<file path="src/rtl/p405s_icu_lfb_pkg.sv">
// Shared definitions for the ICU line-fill buffer: geometry, FSM encoding
// and modulo-WORDS index arithmetic.
package p405s_icu_lfb_pkg;

  localparam int WORDS = 8;
  localparam int IDXW  = 3;
  localparam int DW    = 32;

  typedef logic [IDXW-1:0] idx_t;
  typedef logic [0:DW-1]   word_t;

  typedef enum logic [1:0] {
    ST_IDLE  = 2'b00,
    ST_FILL  = 2'b01,
    ST_DRAIN = 2'b10
  } lfb_state_t;

  // Wraps naturally because idx_t is exactly log2(WORDS) bits wide.
  function automatic idx_t idx_inc(input idx_t i);
    return i + idx_t'(1);
  endfunction

endpackage

</file>
<file path="src/rtl/p405s_icu_lfb_rd_if.sv">
// PLB fill, fetch and array-write signals of the line-fill buffer read side.
interface p405s_icu_lfb_rd_if;
  import p405s_icu_lfb_pkg::*;

  logic  fill_start;
  idx_t  fill_crit_idx;
  logic  fill_wr_val;
  word_t fill_wr_data;
  logic  fetch_req;
  idx_t  fetch_idx;
  logic  fetch_hit;
  word_t fetch_data;
  logic  arr_wr_val;
  idx_t  arr_wr_idx;
  word_t arr_wr_data;
  logic  arr_wr_ack;
  logic  fill_busy;
  logic  fill_done;

  modport slave (
    input  fill_start, fill_crit_idx, fill_wr_val, fill_wr_data,
    input  fetch_req, fetch_idx, arr_wr_ack,
    output fetch_hit, fetch_data, arr_wr_val, arr_wr_idx, arr_wr_data,
    output fill_busy, fill_done
  );

  modport master (
    output fill_start, fill_crit_idx, fill_wr_val, fill_wr_data,
    output fetch_req, fetch_idx, arr_wr_ack,
    input  fetch_hit, fetch_data, arr_wr_val, arr_wr_idx, arr_wr_data,
    input  fill_busy, fill_done
  );

endinterface

</file>
<file path="src/rtl/p405s_icu_lfb_word.sv">
// One line-fill buffer word: unreset data storage plus a reset valid bit.
module p405s_icu_lfb_word
  import p405s_icu_lfb_pkg::*;
(
  input  logic  i_clk,
  input  logic  i_rst_n,
  input  logic  i_clr,
  input  logic  i_we,
  input  word_t i_data,
  output word_t o_data,
  output logic  o_vld
);

  word_t r_data;
  logic  r_vld;

  always_ff @(posedge i_clk) begin
    if (i_we) r_data <= i_data;
  end

  // Clear (new fill in IDLE) and write (FILL) are never active together.
  always_ff @(posedge i_clk or negedge i_rst_n) begin
    if (!i_rst_n)   r_vld <= 1'b0;
    else if (i_clr) r_vld <= 1'b0;
    else if (i_we)  r_vld <= 1'b1;
  end

  assign o_data = r_data;
  assign o_vld  = r_vld;

endmodule

</file>
<file path="src/rtl/p405s_icu_lfb_rd.sv">
// ICU line-fill buffer, read side: captures a critical-word-first line, serves
// early fetches per word, then drains the full line into the I-cache array.
module p405s_icu_lfb_rd
  import p405s_icu_lfb_pkg::*;
(
  input  logic                      CB,
  input  logic                      RST_N,
  p405s_icu_lfb_rd_if.slave         lfb
);

  localparam logic [IDXW:0] LAST_CNT = (IDXW+1)'(WORDS - 1);
  localparam idx_t          LAST_IDX = idx_t'(WORDS - 1);

  lfb_state_t      r_state, w_state_nxt;
  idx_t            r_wptr, w_wptr_nxt;
  logic [IDXW:0]   r_wcnt, w_wcnt_nxt;
  idx_t            r_didx, w_didx_nxt;
  logic            r_done, w_done_nxt;
  logic            r_fetch_hit;
  word_t           r_fetch_data;

  word_t           w_word [WORDS];
  logic [WORDS-1:0] w_vld;
  logic [WORDS-1:0] w_we;
  logic            w_clr;
  logic            w_wr_take;
  logic            w_drain;
  logic            w_byp;
  logic            w_fvld;

  assign w_wr_take = (r_state == ST_FILL) && lfb.fill_wr_val;
  assign w_clr     = (r_state == ST_IDLE) && lfb.fill_start;
  assign w_drain   = (r_state == ST_DRAIN);

  always_comb begin
    w_we = '0;
    for (int i = 0; i < WORDS; i++) begin
      w_we[i] = w_wr_take && (r_wptr == idx_t'(i));
    end
  end

  for (genvar g = 0; g < WORDS; g++) begin : g_word
    p405s_icu_lfb_word u_word (
      .i_clk   (CB),
      .i_rst_n (RST_N),
      .i_clr   (w_clr),
      .i_we    (w_we[g]),
      .i_data  (lfb.fill_wr_data),
      .o_data  (w_word[g]),
      .o_vld   (w_vld[g])
    );
  end

  always_ff @(posedge CB or negedge RST_N) begin
    if (!RST_N) begin
      r_state <= ST_IDLE;
      r_wptr  <= '0;
      r_wcnt  <= '0;
      r_didx  <= '0;
      r_done  <= 1'b0;
    end else begin
      r_state <= w_state_nxt;
      r_wptr  <= w_wptr_nxt;
      r_wcnt  <= w_wcnt_nxt;
      r_didx  <= w_didx_nxt;
      r_done  <= w_done_nxt;
    end
  end

  always_comb begin
    w_state_nxt = r_state;
    w_wptr_nxt  = r_wptr;
    w_wcnt_nxt  = r_wcnt;
    w_didx_nxt  = r_didx;
    w_done_nxt  = 1'b0;
    unique case (r_state)
      ST_IDLE: begin
        if (lfb.fill_start) begin
          w_state_nxt = ST_FILL;
          w_wptr_nxt  = lfb.fill_crit_idx;
          w_wcnt_nxt  = '0;
        end
      end
      ST_FILL: begin
        if (lfb.fill_wr_val) begin
          w_wptr_nxt = idx_inc(r_wptr);
          w_wcnt_nxt = r_wcnt + 1'b1;
          if (r_wcnt == LAST_CNT) begin
            w_state_nxt = ST_DRAIN;
            w_didx_nxt  = '0;
          end
        end
      end
      ST_DRAIN: begin
        if (lfb.arr_wr_ack) begin
          w_didx_nxt = idx_inc(r_didx);
          if (r_didx == LAST_IDX) begin
            w_state_nxt = ST_IDLE;
            w_done_nxt  = 1'b1;
          end
        end
      end
      default: w_state_nxt = ST_IDLE;
    endcase
  end

  // The word being written this cycle is forwarded so a fetch racing its
  // arrival does not have to wait a cycle for the valid bit.
  assign w_byp  = w_wr_take && (r_wptr == lfb.fetch_idx);
  assign w_fvld = w_vld[lfb.fetch_idx];

  always_ff @(posedge CB or negedge RST_N) begin
    if (!RST_N) begin
      r_fetch_hit  <= 1'b0;
      r_fetch_data <= '0;
    end else if (lfb.fetch_req) begin
      r_fetch_hit  <= w_byp || w_fvld;
      if (w_byp)       r_fetch_data <= lfb.fill_wr_data;
      else if (w_fvld) r_fetch_data <= w_word[lfb.fetch_idx];
      else             r_fetch_data <= '0;
    end else begin
      r_fetch_hit  <= 1'b0;
    end
  end

  assign lfb.fetch_hit   = r_fetch_hit;
  assign lfb.fetch_data  = r_fetch_data;
  assign lfb.arr_wr_val  = w_drain;
  assign lfb.arr_wr_idx  = w_drain ? r_didx : '0;
  assign lfb.arr_wr_data = w_drain ? w_word[r_didx] : '0;
  assign lfb.fill_busy   = (r_state != ST_IDLE);
  assign lfb.fill_done   = r_done;

endmodule

</file>
<file path="src/flat_wrapper.sv">
// flat-port wrapper written by rule: the top's interface ports become plain ports
module p405s_icu_lfb_rd_flat import p405s_icu_lfb_pkg::*;
  (CB, RST_N, lfb_fill_start, lfb_fill_crit_idx, lfb_fill_wr_val, lfb_fill_wr_data, lfb_fetch_req, lfb_fetch_idx, lfb_arr_wr_ack, lfb_fetch_hit, lfb_fetch_data, lfb_arr_wr_val, lfb_arr_wr_idx, lfb_arr_wr_data, lfb_fill_busy, lfb_fill_done);
  p405s_icu_lfb_rd_if lfb_i ();
  input  logic CB;
  input  logic RST_N;
  input wire logic [$bits(lfb_i.fill_start)-1:0] lfb_fill_start;
  input wire logic [$bits(lfb_i.fill_crit_idx)-1:0] lfb_fill_crit_idx;
  input wire logic [$bits(lfb_i.fill_wr_val)-1:0] lfb_fill_wr_val;
  input wire logic [$bits(lfb_i.fill_wr_data)-1:0] lfb_fill_wr_data;
  input wire logic [$bits(lfb_i.fetch_req)-1:0] lfb_fetch_req;
  input wire logic [$bits(lfb_i.fetch_idx)-1:0] lfb_fetch_idx;
  input wire logic [$bits(lfb_i.arr_wr_ack)-1:0] lfb_arr_wr_ack;
  output wire logic [$bits(lfb_i.fetch_hit)-1:0] lfb_fetch_hit;
  output wire logic [$bits(lfb_i.fetch_data)-1:0] lfb_fetch_data;
  output wire logic [$bits(lfb_i.arr_wr_val)-1:0] lfb_arr_wr_val;
  output wire logic [$bits(lfb_i.arr_wr_idx)-1:0] lfb_arr_wr_idx;
  output wire logic [$bits(lfb_i.arr_wr_data)-1:0] lfb_arr_wr_data;
  output wire logic [$bits(lfb_i.fill_busy)-1:0] lfb_fill_busy;
  output wire logic [$bits(lfb_i.fill_done)-1:0] lfb_fill_done;
  assign lfb_i.fill_start = lfb_fill_start;
  assign lfb_i.fill_crit_idx = lfb_fill_crit_idx;
  assign lfb_i.fill_wr_val = lfb_fill_wr_val;
  assign lfb_i.fill_wr_data = lfb_fill_wr_data;
  assign lfb_i.fetch_req = lfb_fetch_req;
  assign lfb_i.fetch_idx = lfb_fetch_idx;
  assign lfb_i.arr_wr_ack = lfb_arr_wr_ack;
  assign lfb_fetch_hit = lfb_i.fetch_hit;
  assign lfb_fetch_data = lfb_i.fetch_data;
  assign lfb_arr_wr_val = lfb_i.arr_wr_val;
  assign lfb_arr_wr_idx = lfb_i.arr_wr_idx;
  assign lfb_arr_wr_data = lfb_i.arr_wr_data;
  assign lfb_fill_busy = lfb_i.fill_busy;
  assign lfb_fill_done = lfb_i.fill_done;
  p405s_icu_lfb_rd u_core (.CB(CB), .RST_N(RST_N), .lfb(lfb_i));
endmodule
</file>
<file path="config.mk">
export PLATFORM = sky130hd
export DESIGN_NAME = p405s_icu_lfb_rd_flat
export DESIGN_NICKNAME = d
export VERILOG_FILES = /design/src/rtl/p405s_icu_lfb_pkg.sv /design/src/rtl/p405s_icu_lfb_rd_if.sv /design/src/rtl/p405s_icu_lfb_word.sv /design/src/rtl/p405s_icu_lfb_rd.sv /design/src/flat_wrapper.sv
export SDC_FILE = /design/constraint.sdc
export NUM_CORES = 1
export LEC_CHECK = 0
export CAP_MARGIN = 20
export CELL_PAD_IN_SITES_DETAIL_PLACEMENT = 1
export CELL_PAD_IN_SITES_GLOBAL_PLACEMENT = 1
export CORE_UTILIZATION = 40
export DETAILED_ROUTE_END_ITERATION = 10
export PLACE_DENSITY = 0.71
export SLEW_MARGIN = 20
export SYNTH_ARGS = -nofsm -noshare
export SYNTH_HDL_FRONTEND = slang
export SYNTH_HIERARCHICAL = 1
export SYNTH_SLANG_ARGS = --single-unit
</file>
<file path="constraint.sdc">
create_clock -name CB -period 2.1 [get_ports CB]
set_input_delay 0.42 -clock CB [delete_from_list [all_inputs] [get_ports CB]]
set_output_delay 0.42 -clock CB [all_outputs]
set_load 0.03 [all_outputs]
</file>
==> flow_summary.toml <==
[final_layout]
fin_area_mm2 = 0.01881
num-nets-final = 1065
drive_gt1_share_pct = 43.98
fillers = 3273
synthToLayoutAreaGrowth_pct = 29.32
final_util_pct = 52.75

[logic_synthesis]
synth_edf_count = 256
yosys.area.top_type_share_pct = 52.86
ys_ff_latch = 310
ys_top_cells_by_area = "edfxtp_1, mux4_2, dfrtp_1, o221ai_2, mux2i_1"
syn_area_mm2 = 0.01454
avgSynthCellArea_um2 = 17.80
ys_warn_count = 6
yosys_most_used_dff = "edfxtp_1"
yosysUniqueCellTypes = 38
ys_top_cells_by_count = "edfxtp_1, mux4_2, dfrtp_1, nor2_1, nand2_1"
synthArstFlopShare_pct = 17.42
syn_nets = 870
synth_top_area_cell = "edfxtp_1"
yosys.cell_count.top_type = "edfxtp_1"
syn_inst = 817
seq_area_frac_synth_pct = 62.15

[placed_design]
place_ws_ns = -0.4818
dp_hpwl_mm = 25.05
gp_congestion = 0.7840
placed_cell_area_mm2 = 0.01698
io_buffers = 114

[route]
wl_per_cell_um = 27.06
drtAntennaViolNets = 0
dr.first_iter.drc_count = 602
via_per_inst = 5.811
dr.pass1.iters = 7
via_count = 8723
drc = 12
wl_mm = 40.62

[setup_path]
endpoint_kind = "output port"
r2r-start = "u_core/r_didx[0]$_DFFE_PN0P_"
cpLargestDelayFamily = "multiplexers"
slowest_stage = "dfrtp_4"
critPathLaunchType = "flip-flop"
path_depth = 7
cp.required_ns = 1.68
max_stage_delay_ns = 0.52
worst_r2r_path_depth = 9
critPathMaxFanout = 6
crit_top_cell = "buf_12"
crit_type = "reg -> out"
r2r-end = "u_core/r_didx[2]$_DFFE_PN0P_"
worstPathCellList = "buf_12 -> buf_12 -> buf_6 -> mux4_2 -> mux2i_4 -> nor2_1 -> buf_4"
r2r_slack_ns = 0.13
critical_path_arrival_ns = 2.34
crit_buf_inv = 4

[floorplanning]
rows = 69
die_w_um = 192.7
coreArea_mm2 = 0.03566
num_io_pins = 115
dieArea_mm2 = 0.03712
initial_core_util_pct = 40.79
die_h_um = 192.7

[outcome]
violations = "DRC, setup timing"
status = "complete, but fails checks"

[clock_network]
clockBufferDepth = 3
cts_tree = "yes"
cts_buffers = 35
root_buffer = "clkbuf_16"
clk_latency_ns = 0.53
cts_sinks = 310
path_clk_slew_ns = 0.06
h-tree-depth = 2

[timing]
tightest_slew_ns = 0.5319
clock.fmax_mhz = 362.5
setup_ws_ns = -0.6588
setup_viol = 33
post-route-period-util_pct = 131.4
rsz0062_at_grt = "true"
slew_headroom_pct = 64.54
fin_crit_ns = 2.759
skew_ns = 0.02761
slew_viol_final = 0
hold_viol = 0
whs_ns = 0.4556

[global_routing]
grt_pass1_wl_mm = 60.56
grt_max_degree = 59
antenna_found_initial = 0
globalRouteOverflowTotal = 0
grt_pass1_vias = 9426
grtUsageTotal_pct = 22.59

[pwr]
powerDensity_mw_per_mm2 = 1047
max-vdd-ir-drop_v = 0.0005527
totalPowerFinal_uw = 19690
cellLeakagePower_uw = 0.006385

[run]
maxCapViolations = 0

[worst_hold_path]
holdCritPathClass = "in -> async"
metrics by stage:
step,instances,setup TNS [ns]
2_1_floorplan,817,0
3_3_place_gp,1410,-11.68
3_5_place_dp,1410,-14.02
4_1_cts,1499,-19.35
5_1_grt,1500,-20.19
6_report,1501,-18.39
layout make-up:
type / count / area, um^2 / share of cell area (%)
Multi-Input combinational cell: 408 / 5303 / 28.20
Timing Repair Buffer: 219 / 2550 / 13.56
Inverter: 38 / 145.1 / 0.7717
Tap cell: 461 / 576.8 / 3.067
Sequential cell: 310 / 9047 / 48.11
Clock buffer: 42 / 943.4 / 5.016
Antenna cell: 1 / 2.502 / 0.01331
Clock inverter: 22 / 239.0 / 1.271
cells in the final DEF, fill, tap and decap left out, drive strengths merged, types with 38 or more instances in the layout:
| cell type | instances |
|---|---|
| buf | 146 |
| mux4 | 129 |
| dfrtp | 54 |
| edfxtp | 256 |
| nand2 | 39 |
| clkdlybuf4s50 | 71 |
| inv | 39 |
| clkbuf | 42 |
| mux2i | 38 |
| nor2 | 40 |
registers in the layout, summed over array words and instances, names as in the netlist:
register and flops:
u_core/lfb.fetch_data 32, u_core/g_word.u_word/o_data 256, u_core/r_state 2, u_core/r_didx 3
u_core/r_wptr 3, u_core/lfb.fill_done 1, u_core/lfb.fetch_hit 1, u_core/g_word.u_word/o_vld 8
u_core/r_wcnt 4
per-layer routing:
metal / wire length (um) / global-route usage [%] / vias to the layer above
li1: - / - / 3703
met1: 17480 / 30.74 / 4695
met2: 20370 / 37.54 / 279
met3: 2080 / 3.928 / 46
met4: 689 / 5.875 / 0
met5: 0 / 0 / -
repair_timing:
action,4_1_cts,5_1_grt
gates cloned,4,0
hold buffers,1,0
buffers inserted,21,5
hold endpoints to repair,54,0
resized for setup,185,30
pin swaps,5,7
setup endpoints to repair,37,36
cell families (layout without fill, tap and decap cells):
| logic type | after synthesis | in the layout | synth area share [%] |
|---|---|---|---|
| multiplexers | 198 | 198 | 24.99 |
| AND/OR/NAND/NOR | 137 | 137 | 4.345 |
| adder cells (fa/ha/maj) | 9 | 9 | 0.7743 |
| AO/OA/AOI/OAI | 60 | 60 | 4.577 |
| other | 0 | 1 | 0 |
| flip-flops | 310 | 310 | 62.15 |
| XOR/XNOR | 4 | 4 | 0.2409 |
| buffers and inverters | 99 | 321 | 2.917 |
worst max-delay path by stage:
stage / slack [ns] / to / from
after floorplan: 0.01 / u_core/g_word[5].u_word/o_data[0]$_DFFE_PP_ / u_core/r_state[1]$_DFFE_PN0P_
after global placement: -0.41 / lfb_arr_wr_data[23] / u_core/r_didx[0]$_DFFE_PN0P_
after detailed placement: -0.48 / lfb_arr_wr_data[25] / u_core/r_didx[0]$_DFFE_PN0P_
after CTS: -0.68 / lfb_arr_wr_data[2] / u_core/r_didx[0]$_DFFE_PN0P_
after global routing: -0.70 / lfb_arr_wr_data[2] / u_core/r_didx[0]$_DFFE_PN0P_
final: -0.66 / lfb_arr_wr_data[1] / u_core/r_didx[0]$_DFFE_PN0P_
report_power, final:
part           switching, uW  leakage [uW]  internal [uW]
registers                604       0.00300           7850
logic                   2760       0.00282           2230
clock network           2510      0.000562           3730
worst reg2reg max path, cell delays in order, from the launching register on:
cell	delay, ns
dfrtp_4	0.52
buf_12	0.15
buf_8	0.12
buf_12	0.13
buf_6	0.12
buf_4	0.13
ha_1	0.19
ha_1	0.27
o22ai_1	0.17
a21oi_1	0.05
Note: power is estimated with default switching activity, not from simulation.
